$ cat config.mk
export PLATFORM = sky130hd
export DESIGN_NAME = ofdm_pilot_framer
export DESIGN_NICKNAME = d
export VERILOG_FILES = /design/src/rtl/ofdm_pilot_framer.sv
export SDC_FILE = /design/constraint.sdc
export NUM_CORES = 1
export LEC_CHECK = 0
export CAP_MARGIN = 40
export CORE_AREA = 2 2 345 347
export CTS_BUF_LIST = sky130_fd_sc_hd__clkbuf_2 sky130_fd_sc_hd__clkbuf_4 sky130_fd_sc_hd__clkbuf_8
export DETAILED_ROUTE_END_ITERATION = 10
export DIE_AREA = 0 0 347 349
export GPL_ROUTABILITY_DRIVEN = 0
export HOLD_SLACK_MARGIN = 0.15
export PLACE_DENSITY_LB_ADDON = 0.12
export SYNTH_ARGS = -nofsm -noshare
export SYNTH_HDL_FRONTEND = slang
export SYNTH_SLANG_ARGS = --single-unit
$ cat constraint.sdc
create_clock -name aclk -period 3.6 [get_ports aclk]
set_input_delay 0.36 -clock aclk [delete_from_list [all_inputs] [get_ports aclk]]
set_output_delay 0.36 -clock aclk [all_outputs]
set_load 0.1 [all_outputs]
$ cat src/rtl/ofdm_pilot_framer.sv
`default_nettype none
// ============================================================================
// Module      : ofdm_pilot_framer
// Description : Adds comb BPSK pilots to data-only subcarrier beats and marks
//               symbol/frame edges. An optional BPSK sync symbol starts each
//               frame when OFDM_FRAMER_SYNC_EN is defined.
// Revision    : 1.0 - initial release
// ============================================================================
module ofdm_pilot_framer #(
    parameter int SYMBOLS_PER_FRAME = 10,
    parameter int USED_CARRIERS     = 800,
    parameter int CARRIERS_PER_BEAT = 10,
    parameter int PILOT_DENSITY     = 5,
    parameter int SC_WIDTH          = 4,
    parameter logic [SC_WIDTH-1:0] POS_CODE = 4'b0001,
    parameter logic [SC_WIDTH-1:0] NEG_CODE = 4'b0011,
    localparam int c_pilots_per_beat = CARRIERS_PER_BEAT / PILOT_DENSITY,
    localparam int c_data_slots      = CARRIERS_PER_BEAT - c_pilots_per_beat,
    localparam int c_bps             = USED_CARRIERS / CARRIERS_PER_BEAT
) (
    input  logic                                  aclk,
    input  logic                                  areset,
    input  logic [c_data_slots*SC_WIDTH-1:0]      s_axis_data_tdata,
    input  logic                                  s_axis_data_tvalid,
    input  logic                                  s_axis_data_tlast,
    output logic                                  s_axis_data_tready,
    input  logic [USED_CARRIERS-1:0]              sync_word,
    output logic [CARRIERS_PER_BEAT*SC_WIDTH-1:0] m_axis_data_tdata,
    output logic                                  m_axis_data_tvalid,
    output logic                                  m_axis_data_tlast,
    output logic                                  m_axis_data_tuser,
    input  logic                                  m_axis_data_tready,
    output logic                                  err_tlast
);

    localparam int c_bcw = (c_bps > 1) ? $clog2(c_bps) : 1;
    localparam int c_scw = (SYMBOLS_PER_FRAME > 1) ? $clog2(SYMBOLS_PER_FRAME) : 1;
    localparam logic [c_bcw-1:0] c_beat_last = c_bcw'(c_bps - 1);
    localparam logic [c_scw-1:0] c_sym_last  = c_scw'(SYMBOLS_PER_FRAME - 1);
    localparam int c_ow = CARRIERS_PER_BEAT * SC_WIDTH;

    logic [c_bcw-1:0] r_beat_cnt;
    logic [c_scw-1:0] r_sym_cnt;
    logic             r_tvalid;
    logic [c_ow-1:0]  r_tdata;
    logic             r_tlast;
    logic             r_tuser;
    logic             r_err;

    logic             w_is_sync;
    logic             w_frame_first;
    logic             w_out_free;
    logic             w_load;
    logic             w_beat_last;
    logic             w_sym_last;
    logic             w_pilot_odd_base;
    logic [c_ow-1:0]  w_data_slots;
    logic [c_ow-1:0]  w_sync_slots;

`ifdef OFDM_FRAMER_SYNC_EN
    typedef enum logic [0:0] {
        ST_SYNC = 1'b0,
        ST_DATA = 1'b1
    } state_t;

    state_t                   r_state;
    logic [USED_CARRIERS-1:0] r_sync_reg;
    logic [CARRIERS_PER_BEAT-1:0] w_sync_bits;

    assign w_is_sync     = (r_state == ST_SYNC);
    assign w_frame_first = w_is_sync && (r_beat_cnt == '0);
    assign w_sync_bits   = r_sync_reg[int'(r_beat_cnt) * CARRIERS_PER_BEAT +: CARRIERS_PER_BEAT];

    for (genvar j = 0; j < CARRIERS_PER_BEAT; j++) begin : g_sync_slot
        assign w_sync_slots[j*SC_WIDTH +: SC_WIDTH] = w_sync_bits[j] ? POS_CODE : NEG_CODE;
    end
`else
    logic w_unused_sync;

    assign w_unused_sync = ^sync_word;
    assign w_is_sync     = 1'b0;
    assign w_frame_first = (r_beat_cnt == '0) && (r_sym_cnt == '0);
    assign w_sync_slots  = '0;
`endif

    assign w_beat_last = (r_beat_cnt == c_beat_last);
    assign w_sym_last  = (r_sym_cnt == c_sym_last);
    assign w_out_free  = !r_tvalid || m_axis_data_tready;
    assign w_load      = w_out_free && (w_is_sync || s_axis_data_tvalid);

    assign s_axis_data_tready = !areset && !w_is_sync && w_out_free;

    // Each beat holds P pilots, so the first pilot's index parity flips per beat only when P is odd
    assign w_pilot_odd_base = ((c_pilots_per_beat % 2) == 1) ? r_beat_cnt[0] : 1'b0;

    for (genvar j = 0; j < CARRIERS_PER_BEAT; j++) begin : g_slot
        if ((j % PILOT_DENSITY) == 0) begin : g_pilot
            localparam logic c_odd = (((j / PILOT_DENSITY) % 2) == 1);
            assign w_data_slots[j*SC_WIDTH +: SC_WIDTH] =
                (w_pilot_odd_base ^ c_odd) ? NEG_CODE : POS_CODE;
        end else begin : g_data
            assign w_data_slots[j*SC_WIDTH +: SC_WIDTH] =
                s_axis_data_tdata[(j - j / PILOT_DENSITY - 1)*SC_WIDTH +: SC_WIDTH];
        end
    end

    always_ff @(posedge aclk) begin
        if (areset) begin
            r_beat_cnt <= '0;
            r_sym_cnt  <= '0;
            r_tvalid   <= 1'b0;
            r_tdata    <= '0;
            r_tlast    <= 1'b0;
            r_tuser    <= 1'b0;
            r_err      <= 1'b0;
`ifdef OFDM_FRAMER_SYNC_EN
            r_state    <= ST_SYNC;
            r_sync_reg <= sync_word;
`endif
        end else begin
            if (w_load) begin
                r_tvalid <= 1'b1;
                r_tdata  <= w_is_sync ? w_sync_slots : w_data_slots;
                r_tlast  <= w_beat_last;
                r_tuser  <= w_frame_first;
                if (!w_is_sync && (s_axis_data_tlast != w_beat_last)) begin
                    r_err <= 1'b1;
                end
                if (w_beat_last) begin
                    r_beat_cnt <= '0;
`ifdef OFDM_FRAMER_SYNC_EN
                    if (w_is_sync) begin
                        r_state <= ST_DATA;
                    end
`endif
                    if (!w_is_sync) begin
                        if (w_sym_last) begin
                            r_sym_cnt <= '0;
`ifdef OFDM_FRAMER_SYNC_EN
                            r_state    <= ST_SYNC;
                            r_sync_reg <= sync_word;
`endif
                        end else begin
                            r_sym_cnt <= r_sym_cnt + c_scw'(1);
                        end
                    end
                end else begin
                    r_beat_cnt <= r_beat_cnt + c_bcw'(1);
                end
            end else if (m_axis_data_tready) begin
                r_tvalid <= 1'b0;
            end
        end
    end

    assign m_axis_data_tdata  = r_tdata;
    assign m_axis_data_tvalid = r_tvalid;
    assign m_axis_data_tlast  = r_tlast;
    assign m_axis_data_tuser  = r_tuser;
    assign err_tlast          = r_err;

endmodule
`default_nettype wire

==> metrics.csv <==
stage,metric,value,unit
setup_path,R2R depth,5,
place,Placement Setup Slack,1.03,ns
sta,final setup skew,0.00779,ns
synthesis,post-synthesis cell area,0.00194,mm^2
outcome,outcome,completed,
pwr,peak supply drop,0.123,mV
finish,FF/Latch Area,961,um^2
synthesis,warnings from Yosys,0,
sta,Slew @ Worst Pin,0.505,ns
floorplanning,Initial Util,0.0165,
setup_path,Critical-path top delay cell,clkdlybuf4s50_1,
clock_tree,CTS tree,built,
sta,relative slew slack,0.661,
global_routing,vias in the first global route,2087,
clock_tree,H-tree depth,2,
setup_path,crit-path cells,"clkdlybuf4s50_1, nor2b_1, nor2_1, clkdlybuf4s50_1, buf_8",
synthesis,"Seq/Total Area, Yosys",0.496,
setup_path,CP bufs+invs,3,
setup_path,number of cells on the critical path,5,
detailed_routing,vias,1965,
clock_tree,root buf cell,clkbuf_8,
setup_path,Setup crit start,m_axis_data_tready,
clock_tree,Worst-path clk slew,0.12,ns
global_routing,pin count of the biggest net entering global routing,30,
global_routing,initial antenna violation count,2,
sta,worst setup margin,1.33,ns
sta,fin crit share,0.632,
finish,share of cells above drive strength 1,0.177,
floorplanning,die span in x,347,um
setup_path,CP Capture Point,s_axis_data_tready,
setup_path,Critical Path RT,3.24,ns
finish,"Net count, final",1189,
synthesis,Cell variety after synth,31,
setup_path,Critical Path Source Type,primary input,
clock_tree,clock tree buffer depth,2,
place,HPWL Detailed,7230,um
floorplanning,die area,0.121,mm^2
clock_tree,clock buffers created by TritonCTS,5,
clock_tree,Post-CTS Resized,0,
synthesis,Post-Synthesis Cells,239,
setup_path,r2r setup slk,1.92,ns
setup_path,"most used cell, CP",clkdlybuf4s50_1,
setup_path,critical path arrival,1.91,ns
synthesis,number of synthesized register bits,48,
detailed_routing,final WL,10400,um
setup_path,element type at the critical path end,primary output,
pwr,Cell Pwr Density,302,mW/mm^2
detailed_routing,Residual DRC,0,
finish,Finished Cell Area,0.00557,mm^2
sta,"Hold Vio Cnt, Final",0,
setup_path,Top delay family on crit path,buffers and inverters,
job,total of max-cap violations,0,
setup_path,Crit Path Max Fanout,3,
place,port bufs,76,
global_routing,grt total ovfl,0,
sta,Tmin final,2.27,ns
floorplanning,DIE HEIGHT,349,um
pwr,Leakage,1.46,nW
setup_path,Crit Path Category,primary input to primary output,
clock_tree,Num Clock Sinks,48,
finish,area occupied by multi-input gates,860,um^2
detailed_routing,routed length per placed instance,5.50,um
detailed_routing,DRT Pass-1 Iters,4,
clock_tree,"Hold-fix buffers, CTS",0,
sta,achievable frequency,440,MHz
sta,Final Max Slew Viols,0,
clock_tree,Post-CTS Setup Inserts,0,
place,Placed Area,0.00544,mm^2
clock_tree,"Clk Latency, worst-skew pair",0.41,ns
sta,setup repair after global routing missed its margin,false,
sta,final setup violation count,0,
setup_path,worst flop-to-flop path endpoint,r_sym_cnt[2],
finish,Fill cells,13800,
sta,final setup TNS,0,ns
setup_path,Max stage delay on crit path,0.46,ns
global_routing,Total GRT Usage,0.0186,
floorplanning,CORE AREA,0.117,mm^2
detailed_routing,post-route ant nets,0,
finish,P&R area growth vs syn,188,%
floorplanning,number of cell rows,126,
detailed_routing,initial DRC count,54,
floorplanning,I/O pins,882,
detailed_routing,Vias/cell,1.04,
setup_path,RR Startpoint,r_beat_cnt[0],
synthesis,"Avg Cell Area, Syn",8.10,um^2
global_routing,first-pass GRT wire length,14700,um
hold_path,HP Class,flip-flop to flip-flop,
[state kept, by name, indices dropped and copies added, names as in the netlist]
| name | cells |
|---|---|
| err_tlast | 1 |
| m_axis_data_tlast | 1 |
| m_axis_data_tuser | 1 |
| r_sym_cnt | 4 |
| r_beat_cnt | 7 |
| m_axis_data_tdata | 33 |
| m_axis_data_tvalid | 1 |
[metal layers]
layer  global-route usage  vias to the layer above  share of wire
li1                     -                      989              -
met1               0.0213                      903           0.46
met2               0.0259                       60           0.42
met3               0.0118                       11          0.088
met4               0.0104                        2          0.025
met5                    0                        -         0.0013
[logic make-up (layout without fill, tap and decap cells)]
group                    count (synthesis)  count (layout)  synth area share
buffers and inverters                   28             135            0.0711
AND/OR/NAND/NOR                        108             108             0.254
adder cells (fa/ha/maj)                  2               2            0.0129
other                                    1               6           0.00194
flip-flops                              48              48             0.496
multiplexers                             4               4            0.0220
AO/OA/AOI/OAI                           41              41             0.110
XOR/XNOR                                 7               7            0.0317
[final cells by class]
cell class,instances,area share
Timing Repair Buffer,122,0.300
Inverter,6,0.00404
Clock buffer,5,0.0124
Clock inverter,2,0.0108
Sequential cell,48,0.173
Antenna cell,1,0.000449
Multi-Input combinational cell,167,0.154
Tap cell,1536,0.345
[synthesized netlist by cell type]
| cell type | n | area share |
|---|---|---|
| nand2_1 | 68 | 0.13 |
| dfxtp_1 | 48 | 0.50 |
| a21oi_1 | 38 | 0.098 |
| nor2_1 | 12 | 0.023 |
| clkbuf_1 | 10 | 0.019 |
| buf_4 | 7 | 0.027 |
| inv_1 | 6 | 0.012 |
| nand3_1 | 6 | 0.016 |
| nor3_1 | 5 | 0.013 |
| buf_2 | 4 | 0.010 |
| nand4_1 | 4 | 0.013 |
| xnor2_1 | 4 | 0.018 |
| nand2b_1 | 3 | 0.0097 |
| xor2_1 | 3 | 0.014 |
| and3_1 | 2 | 0.0065 |
| ha_1 | 2 | 0.013 |
| mux2_2 | 2 | 0.012 |
| mux2i_1 | 2 | 0.010 |
| a31oi_1 | 1 | 0.0032 |
| and2_2 | 1 | 0.0039 |
| and4bb_2 | 1 | 0.0065 |
| clkbuf_2 | 1 | 0.0026 |
| conb_1 | 1 | 0.0019 |
| nor2_2 | 1 | 0.0032 |
| nor2b_1 | 1 | 0.0032 |
| nor4_1 | 1 | 0.0032 |
| nor4_4 | 1 | 0.011 |
| nor4b_1 | 1 | 0.0045 |
| o31ai_1 | 1 | 0.0039 |
| o32ai_1 | 1 | 0.0045 |
| or3b_4 | 1 | 0.0058 |
[power breakdown]
group	switching, mW	total (mW)	internal [mW]
combinational	0.327	0.535	0.208
sequential	0.0154	0.573	0.558
clock	0.298	0.572	0.275
[stage by stage]
stage	hold WS [ns]	power, mW	util	cells
finish	0.461	1.68	0.0474	1887
detailed placement	0.448	1.13	0.0463	1879
CTS	0.388	1.80	0.0474	1886
global route	0.427	1.81	0.0474	1886
floorplan	0.462	0.867	-	243
global placement	0.448	1.01	0.0389	1837
[how the worst min path moves through the flow]
stage                          start  depth (start not counted)  slack (ns)               endpoint
3_3_place_gp   m_axis_data_tdata[17]                          2        0.45  m_axis_data_tdata[17]
2_1_floorplan          r_beat_cnt[1]                          2        0.46          r_beat_cnt[1]
3_5_place_dp   m_axis_data_tdata[15]                          2        0.45  m_axis_data_tdata[15]
4_1_cts         s_axis_data_tdata[4]                          3        0.39   m_axis_data_tdata[8]
5_1_grt         s_axis_data_tdata[4]                          3        0.43   m_axis_data_tdata[8]
6_report       m_axis_data_tdata[15]                          2        0.46  m_axis_data_tdata[15]
[placed cells by master, fill, tap and decap left out, types with 2 or more instances in the layout]
master           count
conb_1               5
buf_4                3
buf_8               22
mux2_2               2
inv_1                6
mux2i_1              2
buf_16              19
bufinv_16            2
nor2_1              12
clkbuf_8             5
clkdlybuf4s50_1     75
buf_12               2
dfxtp_1             48
ha_1                 2
a21oi_1             38
nor3_1               5
xnor2_1              4
nand2b_1             3
xor2_1               3
nand2_1             67
nand4_1              4
and3_1               2
nand3_1              6
[worst reg2reg max path, cell delays in order, from the launching register on]
cell and delay, ns:
dfxtp_1 0.41, ha_1 0.21, and3_1 0.23, nand4_1 0.22, nor2_1 0.18, mux2_2 0.34
Note: power is estimated with default switching activity, not from simulation.
